**config.mk**
```make
export PLATFORM = sky130hd
export DESIGN_NAME = reg_arbiter_flat
export DESIGN_NICKNAME = d
export VERILOG_FILES = /design/src/rtl/reg_arb_pkg.sv /design/src/rtl/reg_arbiter_if.sv /design/src/rtl/rr_arb2.sv /design/src/rtl/reg_arbiter.sv /design/src/flat_wrapper.sv
export SDC_FILE = /design/constraint.sdc
export NUM_CORES = 1
export LEC_CHECK = 0
export ABC_AREA = 1
export CAP_MARGIN = 25
export CORE_ASPECT_RATIO = 1.1
export CORE_UTILIZATION = 40
export DETAILED_ROUTE_END_ITERATION = 16
export PLACE_DENSITY = 0.82
export SETUP_SLACK_MARGIN = 0.02
export SKIP_CTS_REPAIR_TIMING = 1
export SLEW_MARGIN = 10
export SYNTH_ARGS = -nofsm -noshare
export SYNTH_HDL_FRONTEND = slang
export SYNTH_SLANG_ARGS = --single-unit
```
**constraint.sdc**
```tcl
create_clock -name clk -period 3.7 [get_ports clk]
set_input_delay 0.925 -clock clk [delete_from_list [all_inputs] [get_ports clk]]
set_output_delay 0.925 -clock clk [all_outputs]
set_load 0.05 [all_outputs]
```
**src/rtl/reg_arb_pkg.sv**
```systemverilog
// Shared types and limits for the two-port register-file arbiter.
package reg_arb_pkg;

  typedef enum logic [2:0] {
    ARB   = 3'd0,
    WR    = 3'd1,
    RD    = 3'd2,
    RWAIT = 3'd3,
    RACK  = 3'd4
  } state_e;

  localparam int RD_LAT_MIN = 1;
  localparam int RD_LAT_MAX = 4;
  // Wide enough to count the RWAIT cycles of the longest legal latency.
  localparam int CNT_W      = $clog2(RD_LAT_MAX);

endpackage

```
**src/rtl/reg_arbiter_if.sv**
```systemverilog
// Requester and register-file signals of reg_arbiter; slave = arbiter side,
// master = requesters plus register file.
interface reg_arbiter_if #(
  parameter int AW = 8
);
  logic          req0;
  logic          we0;
  logic [AW-1:0] addr0;
  logic [31:0]   wdata0;
  logic          ack0;
  logic [31:0]   rdata0;

  logic          req1;
  logic          we1;
  logic [AW-1:0] addr1;
  logic [31:0]   wdata1;
  logic          ack1;
  logic [31:0]   rdata1;

  logic          rm_rd;
  logic [AW-1:0] rm_raddr;
  logic          rm_wr;
  logic [AW-1:0] rm_waddr;
  logic [31:0]   rm_wdata;
  logic [31:0]   rm_rdata;

  modport slave (
    input  req0, we0, addr0, wdata0,
    input  req1, we1, addr1, wdata1,
    output ack0, rdata0, ack1, rdata1,
    output rm_rd, rm_raddr, rm_wr, rm_waddr, rm_wdata,
    input  rm_rdata
  );

  modport master (
    output req0, we0, addr0, wdata0,
    output req1, we1, addr1, wdata1,
    input  ack0, rdata0, ack1, rdata1,
    input  rm_rd, rm_raddr, rm_wr, rm_waddr, rm_wdata,
    output rm_rdata
  );

endinterface

```
**src/rtl/rr_arb2.sv**
```systemverilog
// Combinational two-way round-robin picker; on a tie the port not granted last wins.
// Zero latency, no state: the caller owns and updates the last-granted pointer.
module rr_arb2 (
  input  logic [1:0] req,
  input  logic       last,
  output logic       any,
  output logic       sel
);

  assign any = |req;
  assign sel = (&req) ? ~last : req[1];

endmodule

```
**src/rtl/reg_arbiter.sv**
```systemverilog
// Two-requester register-file arbiter, one transaction in flight, all outputs registered.
// Write acks one cycle after the grant edge, read acks RD_LAT+1 cycles after; requesters hold req until ack.
module reg_arbiter
  import reg_arb_pkg::*;
#(
  parameter int AW     = 8,
  parameter int RD_LAT = 2
) (
  input  logic           clk,
  input  logic           rst_n,
  reg_arbiter_if.slave   bus
);

  // Out-of-range latencies are clamped into the supported window.
  localparam int LAT = (RD_LAT < RD_LAT_MIN) ? RD_LAT_MIN :
                       (RD_LAT > RD_LAT_MAX) ? RD_LAT_MAX : RD_LAT;
  localparam logic [CNT_W-1:0] CNT_INIT = CNT_W'((LAT >= 2) ? (LAT - 2) : 0);

  state_e           state_q;
  logic             last_q;
  logic             win_q;
  logic [CNT_W-1:0] cnt_q;
  logic             ack0_q;
  logic             ack1_q;
  logic             rm_rd_q;
  logic             rm_wr_q;
  logic [AW-1:0]    rm_raddr_q;
  logic [AW-1:0]    rm_waddr_q;
  logic [31:0]      rm_wdata_q;
  logic [31:0]      cap_q;

  logic             any;
  logic             sel;
  logic             sel_we;
  logic [AW-1:0]    sel_addr;
  logic [31:0]      sel_wdata;

  rr_arb2 u_pick (
    .req  ({bus.req1, bus.req0}),
    .last (last_q),
    .any  (any),
    .sel  (sel)
  );

  assign sel_we    = sel ? bus.we1    : bus.we0;
  assign sel_addr  = sel ? bus.addr1  : bus.addr0;
  assign sel_wdata = sel ? bus.wdata1 : bus.wdata0;

  always_ff @(posedge clk or negedge rst_n) begin
    if (!rst_n) begin
      state_q    <= ARB;
      last_q     <= 1'b1;
      win_q      <= 1'b0;
      cnt_q      <= '0;
      ack0_q     <= 1'b0;
      ack1_q     <= 1'b0;
      rm_rd_q    <= 1'b0;
      rm_wr_q    <= 1'b0;
      rm_raddr_q <= '0;
      rm_waddr_q <= '0;
      rm_wdata_q <= '0;
      cap_q      <= '0;
    end else begin
      // Strobes and acks are single-cycle pulses unless re-asserted below.
      ack0_q  <= 1'b0;
      ack1_q  <= 1'b0;
      rm_rd_q <= 1'b0;
      rm_wr_q <= 1'b0;
      case (state_q)
        ARB: begin
          if (any) begin
            win_q  <= sel;
            last_q <= sel;
            if (sel_we) begin
              state_q    <= WR;
              rm_wr_q    <= 1'b1;
              rm_waddr_q <= sel_addr;
              rm_wdata_q <= sel_wdata;
              ack0_q     <= ~sel;
              ack1_q     <= sel;
            end else begin
              state_q    <= RD;
              rm_rd_q    <= 1'b1;
              rm_raddr_q <= sel_addr;
            end
          end
        end
        WR: state_q <= ARB;
        RD: begin
          if (LAT == 1) begin
            state_q <= RACK;
            cap_q   <= bus.rm_rdata;
            ack0_q  <= ~win_q;
            ack1_q  <= win_q;
          end else begin
            state_q <= RWAIT;
            cnt_q   <= CNT_INIT;
          end
        end
        RWAIT: begin
          if (cnt_q == '0) begin
            state_q <= RACK;
            cap_q   <= bus.rm_rdata;
            ack0_q  <= ~win_q;
            ack1_q  <= win_q;
          end else begin
            cnt_q <= cnt_q - 1'b1;
          end
        end
        RACK:    state_q <= ARB;
        default: state_q <= ARB;
      endcase
    end
  end

  assign bus.ack0     = ack0_q;
  assign bus.ack1     = ack1_q;
  assign bus.rdata0   = cap_q;
  assign bus.rdata1   = cap_q;
  assign bus.rm_rd    = rm_rd_q;
  assign bus.rm_raddr = rm_raddr_q;
  assign bus.rm_wr    = rm_wr_q;
  assign bus.rm_waddr = rm_waddr_q;
  assign bus.rm_wdata = rm_wdata_q;

endmodule

```
**src/flat_wrapper.sv**
```systemverilog
// flat-port wrapper written by rule: the top's interface ports become plain ports
module reg_arbiter_flat import reg_arb_pkg::*;
#(
  parameter int AW     = 8,
  parameter int RD_LAT = 2
)
  (clk, rst_n, bus_req0, bus_we0, bus_addr0, bus_wdata0, bus_req1, bus_we1, bus_addr1, bus_wdata1, bus_ack0, bus_rdata0, bus_ack1, bus_rdata1, bus_rm_rd, bus_rm_raddr, bus_rm_wr, bus_rm_waddr, bus_rm_wdata, bus_rm_rdata);
  reg_arbiter_if #(.AW(AW)) bus_i ();
  input  logic clk;
  input  logic rst_n;
  input wire logic [$bits(bus_i.req0)-1:0] bus_req0;
  input wire logic [$bits(bus_i.we0)-1:0] bus_we0;
  input wire logic [$bits(bus_i.addr0)-1:0] bus_addr0;
  input wire logic [$bits(bus_i.wdata0)-1:0] bus_wdata0;
  input wire logic [$bits(bus_i.req1)-1:0] bus_req1;
  input wire logic [$bits(bus_i.we1)-1:0] bus_we1;
  input wire logic [$bits(bus_i.addr1)-1:0] bus_addr1;
  input wire logic [$bits(bus_i.wdata1)-1:0] bus_wdata1;
  output wire logic [$bits(bus_i.ack0)-1:0] bus_ack0;
  output wire logic [$bits(bus_i.rdata0)-1:0] bus_rdata0;
  output wire logic [$bits(bus_i.ack1)-1:0] bus_ack1;
  output wire logic [$bits(bus_i.rdata1)-1:0] bus_rdata1;
  output wire logic [$bits(bus_i.rm_rd)-1:0] bus_rm_rd;
  output wire logic [$bits(bus_i.rm_raddr)-1:0] bus_rm_raddr;
  output wire logic [$bits(bus_i.rm_wr)-1:0] bus_rm_wr;
  output wire logic [$bits(bus_i.rm_waddr)-1:0] bus_rm_waddr;
  output wire logic [$bits(bus_i.rm_wdata)-1:0] bus_rm_wdata;
  input wire logic [$bits(bus_i.rm_rdata)-1:0] bus_rm_rdata;
  assign bus_i.req0 = bus_req0;
  assign bus_i.we0 = bus_we0;
  assign bus_i.addr0 = bus_addr0;
  assign bus_i.wdata0 = bus_wdata0;
  assign bus_i.req1 = bus_req1;
  assign bus_i.we1 = bus_we1;
  assign bus_i.addr1 = bus_addr1;
  assign bus_i.wdata1 = bus_wdata1;
  assign bus_ack0 = bus_i.ack0;
  assign bus_rdata0 = bus_i.rdata0;
  assign bus_ack1 = bus_i.ack1;
  assign bus_rdata1 = bus_i.rdata1;
  assign bus_rm_rd = bus_i.rm_rd;
  assign bus_rm_raddr = bus_i.rm_raddr;
  assign bus_rm_wr = bus_i.rm_wr;
  assign bus_rm_waddr = bus_i.rm_waddr;
  assign bus_rm_wdata = bus_i.rm_wdata;
  assign bus_i.rm_rdata = bus_rm_rdata;
  reg_arbiter #(.AW(AW), .RD_LAT(RD_LAT)) u_core (.clk(clk), .rst_n(rst_n), .bus(bus_i));
endmodule
```
==> results.json, run 1 <==
{
  "power.leakage_nw": 3.33,
  "dpl.hpwl_mm": 9.35,
  "postSynthCellCount": 566,
  "rows": 39,
  "totalWireLength_mm": 12.2,
  "cp_top_family": "simple AND/OR/NAND/NOR gates",
  "max-vdd-ir-drop_mv": 0.525,
  "worst-path-buf-inv": 2,
  "cp.arrival_ns": 2.76,
  "cts_tree": "built",
  "fin_skew_ns": 0.00461,
  "relSlewSlack_pct": 56.8,
  "finalNetCount": 872,
  "dpl.cell_count": 885,
  "grt_pass1_wl_mm": 19.5,
  "vias": 4321,
  "drive_gt1_share_pct": 5.01,
  "path_cells": "clkdlybuf4s50_1 > nand2_2 > nand3_1 > nand2_4 > nor2_4 > buf_4 > nand2_1 > nand2_1",
  "hold_class": "reg2reg",
  "crit_type": "in2reg",
  "fin_ws_ns": 1.21,
  "layout_common_cells": "nand2_1, clkdlybuf4s50_1, dfrtp_1",
  "synth_cell_type_count": 24,
  "synth-seq-cells": 91,
  "fill_cells": 904,
  "status": "finished clean",
  "drtPass1Iterations": 5,
  "dp_slack_ns": 0.874,
  "slew_viol_final": 0,
  "num_io_pins": 234,
  "crit_top_cell": "nand2_1",
  "drv_cap": 0,
  "clkLatencyLatePin_ns": 0.33,
  "power_mw": 7.05,
  "htree_levels": 3,
  "clock-sinks": 91,
  "grt_pass1_vias": 4038,
  "clkTransAtPathRegs_ns": 0.06,
  "period_needed_ns": 2.49,
  "wl_per_cell_microns": 13.5,
  "crit_slowest_cell": "clkdlybuf4s50_1",
  "portBuffers": 233,
  "area_delta_synth_final_pct": 56.0,
  "period_share_pct": 67.3,
  "die-area_sq_um": 11400,
  "final_common_cell": "nand2_1",
  "crit_path_start_kind": "primary input",
  "initial_core_util_pct": 41.7,
  "core-area_sq_um": 10500,
  "root_buffer": "clkbuf_16",
  "synth_area_sq_um": 4390,
  "drcViolationCount": 0,
  "power_density_nw_per_um2": 1030,
  "hold_viol": 0,
  "fin_util_pct": 65.0,
  "cp-end-kind": "flip-flop",
  "yosysSeqAreaShare_pct": 51.9,
  "grt_max_degree": 50,
  "grt_use_total_pct": 22.0,
  "antenna_found_initial": 0,
  "synth_nets": 685,
  "yosys_warnings": 0,
  "grt.overflow.total": 0,
  "max_slew.worst_pin.slew_ns": 0.646,
  "fmax_ghz": 0.402,
  "cts_max_path_buffers": 2,
  "antenna_cells": 0,
  "drt_iter0_drc": 169,
  "rsz0062_at_grt": "no",
  "cp.required_ns": 3.97,
  "syn_avg_cell_area_sq_um": 7.76,
  "via_per_inst": 4.80,
  "worstPathMaxFanout": 44,
  "antenna_left": 0,
  "layout.cells.non_filler": 901,
  "gp_congestion": 0.803,
  "setup_violations": 0,
  "slowest_delay_ns": 0.54,
  "die_w_microns": 102,
  "finalSetupTns_ns": 0,
  "die_h_microns": 112,
  "cts_buffers": 9
}
==> metal layers <==
metal | up-vias | GRT usage (%) | wire length (microns)
li1 | 2110 | - | -
met1 | 1963 | 26.2 | 4810
met2 | 224 | 38.1 | 6040
met3 | 24 | 4.90 | 1050
met4 | 0 | 8.67 | 265
met5 | - | 0 | 0
==> flip-flops by register name, summed over array words and instances, names as in the netlist <==
| register | flops |
|---|---|
| u_core.state_q | 3 |
| u_core.bus.rdata0 | 32 |
| u_core.bus.ack0 | 1 |
| u_core.last_q | 1 |
| u_core.bus.rm_wdata | 32 |
| u_core.bus.rm_wr | 1 |
| u_core.bus.ack1 | 1 |
| u_core.bus.rm_rd | 1 |
| u_core.bus.rm_raddr | 8 |
| u_core.cnt_q | 2 |
| u_core.bus.rm_waddr | 8 |
| u_core.win_q | 1 |
==> metrics by stage <==
stage	instance area, sq um	hold WS (ns)
after global routing	6860	0.485
after floorplan	4390	0.438
final	6860	0.471
after detailed placement	6570	0.468
after global placement	6550	0.456
after CTS	6860	0.474
==> power by group <==
group / switching (mW) / internal (mW) / total [mW]
clock network: 0.358 / 0.489 / 0.848
registers: 0.288 / 1.46 / 1.75
logic: 3.07 / 1.38 / 4.45
==> synth_stat cells <==
| cell | instances | area [sq um] |
|---|---|---|
| o22ai_1 | 1 | 6.26 |
| a21oi_1 | 2 | 10.0 |
| dfrtp_1 | 90 | 2250 |
| o21ai_1 | 1 | 5.00 |
| nor2_4 | 2 | 22.5 |
| buf_4 | 36 | 270 |
| and2_1 | 1 | 6.26 |
| nand3b_1 | 1 | 7.51 |
| nor2_1 | 1 | 3.75 |
| inv_1 | 10 | 37.5 |
| nor3_2 | 1 | 10.0 |
| nor2_2 | 2 | 12.5 |
| inv_2 | 1 | 3.75 |
| nand2_2 | 6 | 37.5 |
| nand2_1 | 293 | 1100 |
| clkinv_2 | 1 | 5.00 |
| nand2_4 | 1 | 11.3 |
| buf_2 | 14 | 70.1 |
| o21ai_0 | 42 | 210 |
| buf_1 | 1 | 3.75 |
| ha_1 | 1 | 12.5 |
| nand3_1 | 45 | 225 |
| clkbuf_1 | 12 | 45.0 |
| dfstp_2 | 1 | 26.3 |
==> logic make-up after synthesis <==
group,Yosys count,synth area share [%]
AO/OA/AOI/OAI,46,5.27
adder cells (fa/ha/maj),1,0.285
buffers and inverters,75,9.91
flip-flops,91,51.9
AND/OR/NAND/NOR,353,32.7
==> final timing paths <==
check	startpoint	slack, ns	cells past startpoint	to
worst max-delay path	bus_req0	1.21	8	u_core.bus.rm_wdata[10]$_DFFE_PN0P_
worst min register to register	u_core.win_q$_DFFE_PN0P_	0.47	1	u_core.bus.ack0$_DFF_PN0_
worst max register to register	u_core.state_q[1]$_DFFE_PN0P_	1.72	6	u_core.bus.rdata0[16]$_DFFE_PN0P_
max in group asynchronous	rst_n	2.42	2	u_core.last_q$_DFFE_PN1P_
min in group asynchronous	rst_n	0.59	1	u_core.bus.rdata0[18]$_DFFE_PN0P_
worst min-delay path	u_core.win_q$_DFFE_PN0P_	0.47	1	u_core.bus.ack0$_DFF_PN0_
==> area by class of cell <==
class / instances / area, sq um / share of cell area, %
clock buffers: 12 / 256 / 3.74
clock inverters: 4 / 25.0 / 0.365
inverters: 12 / 46.3 / 0.675
multi-input cells: 400 / 1680 / 24.5
flip-flops and latches: 91 / 2280 / 33.2
well taps: 143 / 179 / 2.61
repair buffers: 239 / 2390 / 34.9
Note: power is estimated with default switching activity, not from simulation.
==> inputs of run 2 (changes only) <==
Clock period 3.7 ns to 2.49 ns, I/O delays scaled along.
==> run 2 against run 1 <==
Design area up 1.3%. Total power up 53%. Sequential share of layout area down 0.41 points. Clock skew up 0.0037 ns. Clock power up 75%. Count of clock-buffer cells in the layout down 1. Register-to-register slack worse by 0.79 ns. Worst setup slack worse by 0.90 ns. Routed wire length up 2.3%. Critical endpoint is now bus_rdata0[9]. Highest routed layer unchanged.
==> results.json, run 2 (same netlist as run 1, synthesis figures left out) <==
{
  "crit_path_start_kind": "flip-flop",
  "crit_type": "reg2out",
  "drive_gt1_share_pct": 5.39,
  "cts_buffers": 9,
  "rsz0062_at_grt": "no",
  "drcViolationCount": 0,
  "p_int_mw": 5.18,
  "clkTransAtPathRegs_ns": 0.07,
  "die_w_microns": 102,
  "power.leakage_nw": 3.37,
  "via_per_inst": 4.79,
  "relSlewSlack_pct": 61.4,
  "dpl.hpwl_mm": 9.64,
  "fin_skew_ns": 0.00828,
  "die-area_sq_um": 11400,
  "core-area_sq_um": 10500,
  "cts_tree": "built",
  "slowest_delay_ns": 0.82,
  "clkLatencyLatePin_ns": 0.32,
  "power_frac_seq_pct": 24.1,
  "vias": 4329,
  "cts_max_path_buffers": 2,
  "netSwitchingPower_mw": 5.58,
  "netSwitchingFraction_pct": 51.9,
  "totalWireLength_mm": 12.4,
  "finalNetCount": 875,
  "final_common_cell": "nand2_1",
  "dp_slack_ns": 0.280,
  "drt_iter0_drc": 170,
  "fmax_ghz": 0.459,
  "rows": 39,
  "grt_pass1_wl_mm": 19.9,
  "clock-sinks": 91,
  "antenna_found_initial": 0,
  "initial_core_util_pct": 41.7,
  "area_delta_synth_final_pct": 58.0,
  "placed_cell_area_sq_um": 6610,
  "num_io_pins": 234,
  "cp-startpoint": "u_core.bus.rdata0[9]$_DFFE_PN0P_",
  "max-vdd-ir-drop_mv": 0.882,
  "status": "finished clean",
  "wl_per_cell_microns": 13.8,
  "grt_pass1_vias": 4182,
  "cp.arrival_ns": 1.56,
  "path_cells": "clkdlybuf4s50_1",
  "drtPass1Iterations": 4,
  "r2r_start": "u_core.last_q$_DFFE_PN1P_",
  "grt.overflow.total": 0,
  "cp_top_family": "buffers and inverters",
  "portBuffers": 233,
  "seqCellArea_sq_um": 2280,
  "clockPowerShare_pct": 13.7,
  "grt_use_total_pct": 22.1,
  "cp.required_ns": 1.87,
  "hold_class": "in2async",
  "hold_viol": 0,
  "setup_violations": 0,
  "power_mw": 10.8,
  "crit_slowest_cell": "clkdlybuf4s50_1",
  "worst-path-buf-inv": 1,
  "grt_max_degree": 48,
  "gp_congestion": 0.791,
  "max_slew.worst_pin.slew_ns": 0.579,
  "fin_ws_ns": 0.312,
  "fill_cells": 894,
  "multi_input_area_sq_um": 1680,
  "antenna_left": 0,
  "whs_ns": 0.289,
  "cp-end-kind": "primary output",
  "antenna_cells": 0,
  "period_needed_ns": 2.18,
  "drv_cap": 0,
  "htree_levels": 3,
  "layout_common_cells": "nand2_1, clkdlybuf4s50_1, dfrtp_1",
  "power_density_nw_per_um2": 1550,
  "finalSetupTns_ns": 0,
  "period_share_pct": 87.5,
  "power_frac_comb_pct": 62.2,
  "final_area_sq_um": 6940,
  "die_h_microns": 112,
  "worstPathMaxFanout": 3,
  "slew_viol_final": 0,
  "root_buffer": "clkbuf_16"
}
==> run 2: cell count changes in the layout (fill, tap and decap cells not counted), sizes merged <==
| cell | change |
|---|---|
| inv | +1 |
| clkbuf | -1 |
| clkinv | -1 |
| bufinv | +2 |
| buf | +3 |
| clkinvlp | -1 |
==> run 2: metal layers <==
layer	GRT usage [%]	wire length [microns]	vias up
li1	-	-	2116
met1	25.4	4810	2000
met2	39.5	6310	189
met3	5.02	1010	24
met4	8.38	306	0
met5	0	0	-
==> run 2: area by class of cell <==
type / count / area share (%)
clock buffers: 11 / 3.50
clock inverters: 5 / 1.23
inverters: 12 / 0.667
multi-input cells: 400 / 24.2
flip-flops and latches: 91 / 32.8
well taps: 143 / 2.58
repair buffers: 242 / 35.0
==> run 2: power groups by stage <==
stage / logic, mW / registers, mW / clock network, mW
after global routing: 7.07 / 2.69 / 1.57
final: 6.69 / 2.60 / 1.48
after detailed placement: 6.73 / 2.62 / 0
after floorplan: 2.52 / 4.73 / 0
after global placement: 6.61 / 2.59 / 0
after CTS: 6.74 / 2.61 / 1.49
==> run 2: final timing paths <==
check                                                endpoint  slack (ns)  depth (start not counted)
setup / recovery                                bus_rdata0[9]        0.31                          1
hold / removal              u_core.bus.rdata0[22]$_DFFE_PN0P_        0.29                          1
setup reg to reg           u_core.bus.rm_waddr[0]$_DFFE_PN0P_        0.93                          6
hold reg to reg                     u_core.bus.ack0$_DFF_PN0_        0.47                          1
max in group asynchronous           u_core.last_q$_DFFE_PN1P_        1.49                          2
min in group clk                    u_core.bus.ack0$_DFF_PN0_        0.47                          1
==> run 2: metrics by stage <==
step	utilization [%]	std cells
6_report	65.9	904
5_1_grt	65.9	904
4_1_cts	65.9	904
3_5_place_dp	62.7	888
3_3_place_gp	62.7	888
2_1_floorplan	-	566
==> inputs of run 3 (changes only) <==
Settings changed: CORE_MARGIN set to 10, CTS_CLUSTER_SIZE set to 28.
==> run 3 against run 2 <==
Worst hold slack worse by 0.038 ns. Design area down 0.38%. First-iteration DRC count up 94%. Non-clock buffer count up 1. Worst setup slack worse by 0.013 ns. Sequential share of layout area up 0.12 points. Critical path type unchanged. Critical endpoint is now bus_rdata1[19]. Largest cell class unchanged. Largest power group unchanged.
==> results.json, run 3 (same netlist as run 1, synthesis figures left out) <==
{
  "status": "finished clean",
  "crit_type": "reg2out",
  "max-vdd-ir-drop_mv": 0.699,
  "antenna_found_initial": 0,
  "antenna_left": 0,
  "drtPass1Iterations": 4,
  "vias": 4316,
  "die_h_microns": 130,
  "r2r_start": "u_core.state_q[1]$_DFFE_PN0P_",
  "setup.worst_path.end": "bus_rdata1[19]",
  "hold_viol": 0,
  "whs_ns": 0.252,
  "cp.depth": 1,
  "period_needed_ns": 2.19,
  "grt_pass1_wl_mm": 22.7,
  "cp.arrival_ns": 1.57,
  "via_per_inst": 4.75,
  "drt_iter0_drc": 330,
  "area_delta_synth_final_pct": 57.4,
  "rsz0062_at_grt": "no",
  "setup_violations": 0,
  "r2r_slack_ns": 0.77,
  "final_area_sq_um": 6920,
  "grt_use_total_pct": 18.1,
  "grt_pass1_vias": 4394,
  "slowest_delay_ns": 0.84,
  "fmax_ghz": 0.457,
  "drive_gt1_share_pct": 5.64,
  "worstPathMaxFanout": 3,
  "finalNetCount": 876,
  "htree_levels": 3,
  "period_share_pct": 88.0,
  "slew_viol_final": 0,
  "cp_top_family": "buffers and inverters",
  "root_buffer": "clkbuf_16",
  "initial_core_util_pct": 40.6,
  "clock-sinks": 91,
  "layout_common_cells": "nand2_1, clkdlybuf4s50_1, dfrtp_1",
  "worst-path-buf-inv": 1,
  "grt.overflow.total": 0,
  "cts_tree": "built",
  "hold_class": "in2async",
  "portBuffers": 233,
  "max_slew.worst_pin.slew_ns": 0.559,
  "cp-end-kind": "primary output",
  "placed_cell_area_sq_um": 6600,
  "gp_congestion": 0.772,
  "fin_skew_ns": 0.00693,
  "drv_cap": 0,
  "die_w_microns": 120,
  "reg2regPathDepth": 7,
  "cts_buffers": 9,
  "rows": 40,
  "power.leakage_nw": 3.35,
  "cp.required_ns": 1.87,
  "finalSetupTns_ns": 0,
  "totalWireLength_mm": 14.3,
  "dpl.hpwl_mm": 11.5,
  "cts_max_path_buffers": 2,
  "drcViolationCount": 0,
  "clkTransAtPathRegs_ns": 0.06,
  "core-area_sq_um": 10800,
  "grt_max_degree": 55,
  "fill_cells": 934,
  "path_cells": "clkdlybuf4s50_1",
  "clkLatencyLatePin_ns": 0.34,
  "die-area_sq_um": 15600,
  "crit_slowest_cell": "clkdlybuf4s50_1",
  "timing.rr.end": "u_core.bus.rdata0[3]$_DFFE_PN0P_",
  "power_density_nw_per_um2": 1550,
  "wl_per_cell_microns": 15.7,
  "final_common_cell": "nand2_1",
  "antenna_cells": 0,
  "num_io_pins": 234,
  "cp-startpoint": "u_core.bus.rdata0[19]$_DFFE_PN0P_",
  "crit_path_start_kind": "flip-flop",
  "relSlewSlack_pct": 62.6
}
run 3: power breakdown:
part | total, mW | leakage [nW] | switching [mW] | internal, mW
registers | 2.59 | 1.14 | 0.427 | 2.17
logic | 6.73 | 2.07 | 4.65 | 2.08
clock network | 1.39 | 0.144 | 0.560 | 0.834
run 3: routing by layer:
metal	GRT usage, %	routed length [microns]
met5	0	0
met4	6.46	222
met3	7.43	1440
met2	31.6	7150
met1	19.5	5500
run 3: cell type report:
| class | instances | area [sq um] | area share, % |
|---|---|---|---|
| flip-flops and latches | 91 | 2280 | 32.9 |
| inverters | 12 | 46.3 | 0.669 |
| well taps | 147 | 184 | 2.66 |
| repair buffers | 243 | 2410 | 34.9 |
| multi-input cells | 400 | 1680 | 24.3 |
| clock inverters | 5 | 61.3 | 0.887 |
| clock buffers | 11 | 253 | 3.65 |
run 3: stage by stage:
step | std cells | power, mW | util [%] | worst slack, ns
2_1_floorplan | 566 | 7.25 | - | 0.964
3_3_place_gp | 893 | 9.27 | 61.1 | 0.290
3_5_place_dp | 893 | 9.41 | 61.1 | 0.264
4_1_cts | 909 | 10.8 | 64.0 | 0.277
5_1_grt | 909 | 11.3 | 64.0 | 0.232
6_report | 909 | 10.7 | 64.0 | 0.300
run 3: worst min path at each step:
stage                                startpoint                           endpoint  slack (ns)
finish                                    rst_n  u_core.bus.rdata0[10]$_DFFE_PN0P_        0.25
detailed placement    u_core.last_q$_DFFE_PN1P_          u_core.last_q$_DFFE_PN1P_        0.47
global route                              rst_n  u_core.bus.rdata0[10]$_DFFE_PN0P_        0.28
floorplan                                 rst_n          u_core.bus.ack0$_DFF_PN0_        0.33
global placement    u_core.cnt_q[0]$_DFFE_PN0P_        u_core.cnt_q[0]$_DFFE_PN0P_        0.46
CTS                                       rst_n  u_core.bus.rdata0[10]$_DFFE_PN0P_        0.26
